$ cat src/rtl/ezpz_bist_driver_pkg.sv
// rtl/ezpz_bist_driver_pkg.sv - shared types and constants for the BIST driver
package ezpz_bist_driver_pkg;

   typedef enum logic [1:0] {
      ST_IDLE  = 2'd0,
      ST_RUN   = 2'd1,
      ST_DRAIN = 2'd2,
      ST_DONE  = 2'd3
   } state_t;

   localparam logic [9:0]  DEF_LFSR_TAPS = 10'h240;
   localparam logic [15:0] DEF_MISR_POLY = 16'h1021;

   localparam logic MODE_EXH  = 1'b0;
   localparam logic MODE_LFSR = 1'b1;

endpackage

$ cat src/rtl/ezpz_misr.sv
// rtl/ezpz_misr.sv - single-input MISR; sig_nxt exposes the value the next enabled edge will load
module ezpz_misr
   import ezpz_bist_driver_pkg::*;
#(
   parameter int              SIG_W     = 16,
   parameter logic [SIG_W-1:0] MISR_POLY = DEF_MISR_POLY
)(
   input  logic             clk,
   input  logic             rst_n,
   input  logic             clear,
   input  logic             enable,
   input  logic             din,
   output logic [SIG_W-1:0] sig,
   output logic [SIG_W-1:0] sig_nxt
);

   always_comb begin
      sig_nxt = {sig[SIG_W-2:0], 1'b0} ^ (sig[SIG_W-1] ? MISR_POLY : '0);
      sig_nxt[0] = sig_nxt[0] ^ din;
   end

   always_ff @(posedge clk or negedge rst_n) begin
      if (!rst_n) begin
         sig <= '0;
      end else if (clear) begin
         sig <= '0;
      end else if (enable) begin
         sig <= sig_nxt;
      end
   end

endmodule

$ cat src/rtl/ezpz_bist_driver.sv
// rtl/ezpz_bist_driver.sv - exhaustive/LFSR stimulus engine with MISR + ones-count compaction
module ezpz_bist_driver
   import ezpz_bist_driver_pkg::*;
#(
   parameter int               IN_W      = 10,
   parameter int               SIG_W     = 16,
   parameter logic [IN_W-1:0]  LFSR_TAPS = DEF_LFSR_TAPS,
   parameter logic [SIG_W-1:0] MISR_POLY = DEF_MISR_POLY,
   parameter int               RESP_LAT  = 0
)(
   input  logic             clk,
   input  logic             rst_n,
   input  logic             start,
   input  logic             abort,
   input  logic             mode,
   input  logic [IN_W-1:0]  seed,
   input  logic [15:0]      pat_count,
   input  logic [SIG_W-1:0] exp_sig,
   output logic [IN_W-1:0]  dut_in,
   input  logic             dut_out,
   output logic             busy,
   output logic             done,
   output logic             pass,
   output logic [SIG_W-1:0] signature,
   output logic [15:0]      ones_cnt
);

   localparam logic [15:0] FULL_EXH   = 16'(1 << IN_W);
   localparam logic [15:0] FULL_LFSR  = FULL_EXH - 16'd1;
   localparam logic [15:0] DRAIN_LOAD = 16'(RESP_LAT > 0 ? RESP_LAT - 1 : 0);

   state_t           state, state_nxt;
   logic             mode_q;
   logic [15:0]      remain;
   logic [15:0]      n_total;
   logic [IN_W-1:0]  first_pat, next_pat;
   logic             start_ok, run_now, sample_en, done_entry;
   logic [SIG_W-1:0] sig_nxt;

   assign start_ok   = start && !abort && (state == ST_IDLE || state == ST_DONE);
   assign run_now    = (state == ST_RUN);
   assign busy       = run_now || (state == ST_DRAIN);
   assign done       = (state == ST_DONE);
   assign done_entry = (state_nxt == ST_DONE) && busy;

   always_comb begin
      n_total = pat_count;
      if (pat_count == 16'd0) begin
         n_total = (mode == MODE_LFSR) ? FULL_LFSR : FULL_EXH;
      end
      first_pat = '0;
      if (mode == MODE_LFSR) begin
         first_pat = (seed == '0) ? IN_W'(1) : seed;
      end
      next_pat = dut_in + IN_W'(1);
      if (mode_q == MODE_LFSR) begin
         next_pat = (dut_in >> 1) ^ (dut_in[0] ? LFSR_TAPS : '0);
      end
   end

   // remain counts patterns still to apply in RUN, then drain cycles left in DRAIN
   always_comb begin
      state_nxt = state;
      if (abort) begin
         state_nxt = ST_IDLE;
      end else begin
         case (state)
            ST_IDLE, ST_DONE: if (start) state_nxt = ST_RUN;
            ST_RUN:   if (remain == 16'd0) state_nxt = (RESP_LAT == 0) ? ST_DONE : ST_DRAIN;
            ST_DRAIN: if (remain == 16'd0) state_nxt = ST_DONE;
            default:  state_nxt = ST_IDLE;
         endcase
      end
   end

   always_ff @(posedge clk or negedge rst_n) begin
      if (!rst_n) begin
         state <= ST_IDLE;
      end else begin
         state <= state_nxt;
      end
   end

   always_ff @(posedge clk or negedge rst_n) begin
      if (!rst_n) begin
         dut_in   <= '0;
         remain   <= '0;
         mode_q   <= MODE_EXH;
         pass     <= 1'b0;
         ones_cnt <= '0;
      end else begin
         if (start_ok) begin
            dut_in <= first_pat;
            remain <= n_total - 16'd1;
            mode_q <= mode;
         end else if (!abort && run_now) begin
            if (remain == 16'd0) begin
               remain <= DRAIN_LOAD;
            end else begin
               remain <= remain - 16'd1;
               dut_in <= next_pat;
            end
         end else if (!abort && state == ST_DRAIN && remain != 16'd0) begin
            remain <= remain - 16'd1;
         end

         if (abort || start_ok) begin
            pass <= 1'b0;
         end else if (done_entry) begin
            pass <= (sig_nxt == exp_sig);
         end

         if (start_ok) begin
            ones_cnt <= '0;
         end else if (sample_en && !abort && dut_out && ones_cnt != 16'hFFFF) begin
            ones_cnt <= ones_cnt + 16'd1;
         end
      end
   end

   // valid pipeline aligns sampling with a DUT of RESP_LAT cycles latency
   generate
      if (RESP_LAT == 0) begin : g_lat0
         assign sample_en = run_now;
      end else begin : g_latn
         logic [RESP_LAT-1:0] vsr;
         always_ff @(posedge clk or negedge rst_n) begin
            if (!rst_n) begin
               vsr <= '0;
            end else if (abort) begin
               vsr <= '0;
            end else begin
               vsr[0] <= run_now;
               for (int i = 1; i < RESP_LAT; i++) begin
                  vsr[i] <= vsr[i-1];
               end
            end
         end
         assign sample_en = vsr[RESP_LAT-1];
      end
   endgenerate

   ezpz_misr #(
      .SIG_W     (SIG_W),
      .MISR_POLY (MISR_POLY)
   ) u_misr (
      .clk     (clk),
      .rst_n   (rst_n),
      .clear   (start_ok),
      .enable  (sample_en && !abort),
      .din     (dut_out),
      .sig     (signature),
      .sig_nxt (sig_nxt)
   );

endmodule

$ cat config.mk
export PLATFORM = sky130hd
export DESIGN_NAME = ezpz_bist_driver
export DESIGN_NICKNAME = d
export VERILOG_FILES = /design/src/rtl/ezpz_bist_driver_pkg.sv /design/src/rtl/ezpz_misr.sv /design/src/rtl/ezpz_bist_driver.sv
export SDC_FILE = /design/constraint.sdc
export NUM_CORES = 1
export LEC_CHECK = 0
export ABC_AREA = 0
export BUFFER_PORTS_ARGS = -buffer_cell sky130_fd_sc_hd__buf_2
export CAP_MARGIN = 20
export CORE_MARGIN = 2
export CORE_UTILIZATION = 59
export DETAILED_ROUTE_END_ITERATION = 16
export GPL_TIMING_DRIVEN = 0
export PLACE_DENSITY = 0.88
export SLEW_MARGIN = 20
export SYNTH_ARGS = -nofsm -noshare
export SYNTH_HDL_FRONTEND = slang
export SYNTH_SLANG_ARGS = --single-unit
$ cat constraint.sdc
create_clock -name clk -period 4.01 [get_ports clk]
set_clock_uncertainty 0.2 [all_clocks]
set_input_delay 0.802 -clock clk [delete_from_list [all_inputs] [get_ports clk]]
set_output_delay 0.802 -clock clk [all_outputs]
set_load 0.05 [all_outputs]
==> flow_results.org <==
** Logic synthesis
- During synthesis, Yosys emitted a total of 0 warnings.
- Cell accounting for the most synthesized area :: dfrtp_1
- A synthesized cell averages 8.65 sq um.
- Library cell with the highest instance count after synthesis :: dfrtp_1
- Post-synthesis sequential element count :: 62
- Count of flip-flops with a built-in enable after synthesis :: 0
- Commonest cells in the synthesized netlist :: dfrtp_1 (62), nor2_1 (50), nand2_1 (48)
- The synthesized netlist contains 71 unique library cells.
- Sequential share of the synthesized area :: 36.7%
- For this run, asynchronously set or reset flops after synthesis account for between 90% and 100%.
- By area the synthesized netlist is led by dfrtp_1 (37%), xnor2_1 (5.8%), nor2_1 (4.4%), nand2_1 (4.3%), a21oi_1 (3.7%).
- Syn_nets :: 545
- After synthesis the cells add up to 4230 sq um.
- Post-synth top area share :: between 30% and 40%
- Post-Syn Instances :: 489
- Synth Flop Type :: dfrtp_1

** CTS
- Gates resized during post-CTS repair numbered 0.
- CTS built an H-tree with a depth of 3.
- Hold repair after CTS inserted 0 buffers.
- CTS tree :: done
- After clock tree synthesis, the clock-pin slew on the worst setup and hold paths is 0.07 ns.
- After clock tree synthesis, the setup repair step added 0 buffers.
- No sink is reached through more buffers than the 2 on the longest clock path.
- In this run, CTS created clock tree buffers numbering 9.
- CTS sink cnt :: 62
- The later pin in the worst-skew pair is clocked with a latency of 0.34 ns.
- Root buffer selected by CTS :: clkbuf_8

** Timing
- RSZ-0062 raised after global routing :: no
- Final setup violation count :: 0
- Achievable Freq :: approximately 300 MHz
- Of the available clock period, the critical path in the final layout requires between 80% and 90%.
- The number of pins exceeding their max-slew limit in the final report was 0.
- The final hold violation count came to 0.
- Worst slew slack as a fraction of its limit :: 35.4%
- Final critical-path required period :: 3.39 ns
- Worst Max-Slew Pin Slew :: 0.955 ns
- Hold slack :: 0.139 ns
- Setup total negative slack on the finished layout was measured at 0 ns.

** Drt
- Vias :: 4306
- Number of nets with antenna violations after routing :: 0
- In the routed design, unresolved DRC markers number 0.
- In the final routed layout, each cell accounts on average for 17.2 um.
- For this run, the detailed router's first-pass iteration total came to 5.
- Via-per-instance ratio :: about 6.2
- For this block, the initial DRC count from the detailed router was 330.
- Routed wire length :: 11900 um

** Critical path
- Sequence of cells on the critical path :: buf_2 > or3_1 > clkbuf_1 > nor3_4 > and3_1 > nor2_1 > ha_1 > or3b_2 > or2_2 > nor4_1 > xnor2_1 > o211ai_1
- CP required :: between 4 and 5 ns
- CP Capture Type :: register
- Path type of the worst setup path :: in -> reg
- On the worst path, the slowest cell contributes a delay of 0.50 ns.
- Data arrives at the worst endpoint at about 3.4 ns.
- Slowest-stage cell, CP :: or3b_2
- Worst Reg2Reg Path Length in Cells :: 8
- Maximum fanout along the worst path :: 9
- Worst setup startpoint :: pat_count[4]
- The endpoint identified for the worst register-to-register timing path is dut_in[8].
- Reg-to-reg critical path startpoint :: remain[0]
- The worst setup path is launched from a primary input.
- Worst reg-to-reg setup slack :: 0.96 ns
- In this run the worst setup path terminates at remain[12].

** Finish
- Final Net Count :: 648
- Excluding fillers, the count of instances in the completed layout stands at 692.
- Share of layout cells above drive strength 1 :: 22.7%
- The repair_antennas step left the layout with diodes totalling 0.
- Summing all flip-flop and latch instances after layout gives 1550 sq um.
- The area growth from synthesis to layout is 18.6%.
- Final design area excluding fillers :: 5020 sq um
- Fill cell instance count of the final layout :: 556
- Area of the multi-input gates :: between 2000 and 2500 sq um

** Placed design
- Detailed placement finished with a half-perimeter wire length of 8660 um.
- Count of placed standard cells including taps :: 677
- At the end of routability-driven placement, the weighted congestion stood at 0.945.
- PortBufs :: between 90 and 100
- Standard cell area after detailed placement :: 4830 sq um

** Floorplanning
- Measured along the y axis, the die boundary spans 88.7 um.
- Horizontal die dimension :: 88.7 um
- Pin placement for this block handled 93 I/O pins.
- Total die area :: roughly 7900 sq um
- In this run the standard cell core region covers 6870 sq um.
- Number of rows in the core area :: 30
- Once the floorplan was initialized, standard cells occupied 61.6% of the core.

** Min path
- The worst hold path belongs to the class in -> async.

** Pwr
- Leakage power :: 2.18 nW
- Gate power share :: a little over a third
- The internal portion of the total power is roughly 0.0013 W.
- The completed layout was analyzed and its total power is 0.00224 W.
- Total power divided by cell area :: around 450 nW/um^2
- Power share of the clock group :: 24.4%
- Switch share :: 41.6%
- IR analysis of the VDD net gives a maximum drop of 274 uV.
- The share of total power dissipated in sequential elements is between 40% and 50%.
- Switching power total :: 0.000929 W

** Global routing
- Overflow left after global routing :: 0
- Overall global routing resource usage :: 30.5%
- For met3 alone, demand over resource in global routing was 5.13%.
- The first global-routing pass estimated 18700 um of wire.
- The initial antenna violation count came to 0.
- Entering global routing, the biggest net connects between 40 and 50 pins.
- Number of global-route vias before repair :: 4011
- M2 GR Usage :: 50.5%
- In this run the most used layer during global routing was met2.
- Global routing met1 resource utilization :: 40.1%

** Flow run
- Max-cap violations in this run came to 0.

** Status
- Outcome :: completed
[how the worst min path moves through the flow]
| stage | startpoint | endpoint | cells past startpoint |
|---|---|---|---|
| after floorplan | remain[15] | remain[15] | 2 |
| after global placement | pass | pass | 1 |
| after detailed placement | pass | pass | 1 |
| after CTS | rst_n | remain[3] | 1 |
| after global routing | rst_n | remain[1] | 1 |
| final | rst_n | remain[1] | 1 |
[routing by layer]
layer | up-vias | share of wire (%) | wire (um)
li1 | 2006 | - | -
met1 | 2043 | 42 | 4960
met2 | 232 | 48 | 5700
met3 | 25 | 8.3 | 980
met4 | 0 | 1.9 | 228
met5 | - | 0 | 0
[area by class of cell]
cell class                 instances  area share (%)
clock inverter                     4           0.948
clock buffer                      11            2.82
sequential                        62            30.9
inverter                          16            1.20
buffer                            30            3.74
multi-input combinational        381            48.4
timing repair buffer              92            9.53
tap                               96            2.39
[power groups by stage]
stage	registers [W]	clock network (W)	logic [W]
after floorplan	0.00108	0	0.000362
after global placement	0.000897	0	0.000746
after detailed placement	0.000907	0	0.000773
after CTS	0.000897	0.000547	0.000778
after global routing	0.000922	0.000578	0.000843
final	0.000907	0.000545	0.000784
[worst max-delay path, delay by kind of cell]
family	cells	cell delay, ns
xor+xnor	1	0.24
fa+ha+maj	1	0.18
simple gates	7	1.70
compound gates	1	0.13
buf+inv	2	0.36
[registers in the layout, indices dropped and copies added, names as in the netlist]
signal	count
ones_cnt	16
remain	16
u_misr.sig	16
dut_in	10
state	2
mode_q	1
pass	1
[through the flow]
stage          setup WS [ns]  utilization, %
2_1_floorplan          0.655               -
3_3_place_gp           0.311            69.9
3_5_place_dp           0.289            70.3
4_1_cts                0.642            73.0
5_1_grt                0.453            73.0
6_report               0.620            73.0
[cells by family after synthesis]
kind of cell	Yosys count	share of synthesized area, %
AOI/OAI and AO/OA	137	21.8
xor gates and xnor gates	42	8.70
adders and majority gates	8	2.37
buffers and inverters	46	5.86
DFF	62	36.7
muxes	4	0.976
and+or+nand+nor	190	23.6
[layout by cell type (no fill, tap or decap), drive strengths merged, types with 8 or more instances in the layout]
cell / n
nor3: 12
nand3: 14
dfrtp: 62
a21oi: 32
nand2: 48
clkbuf: 33
nor2: 50
inv: 16
xnor2: 28
a211oi: 12
xor2: 14
or4: 9
nand4: 8
ha: 8
a31oi: 11
buf: 100
o21ai: 27
nor4: 9
Note: power is estimated with default switching activity, not from simulation.
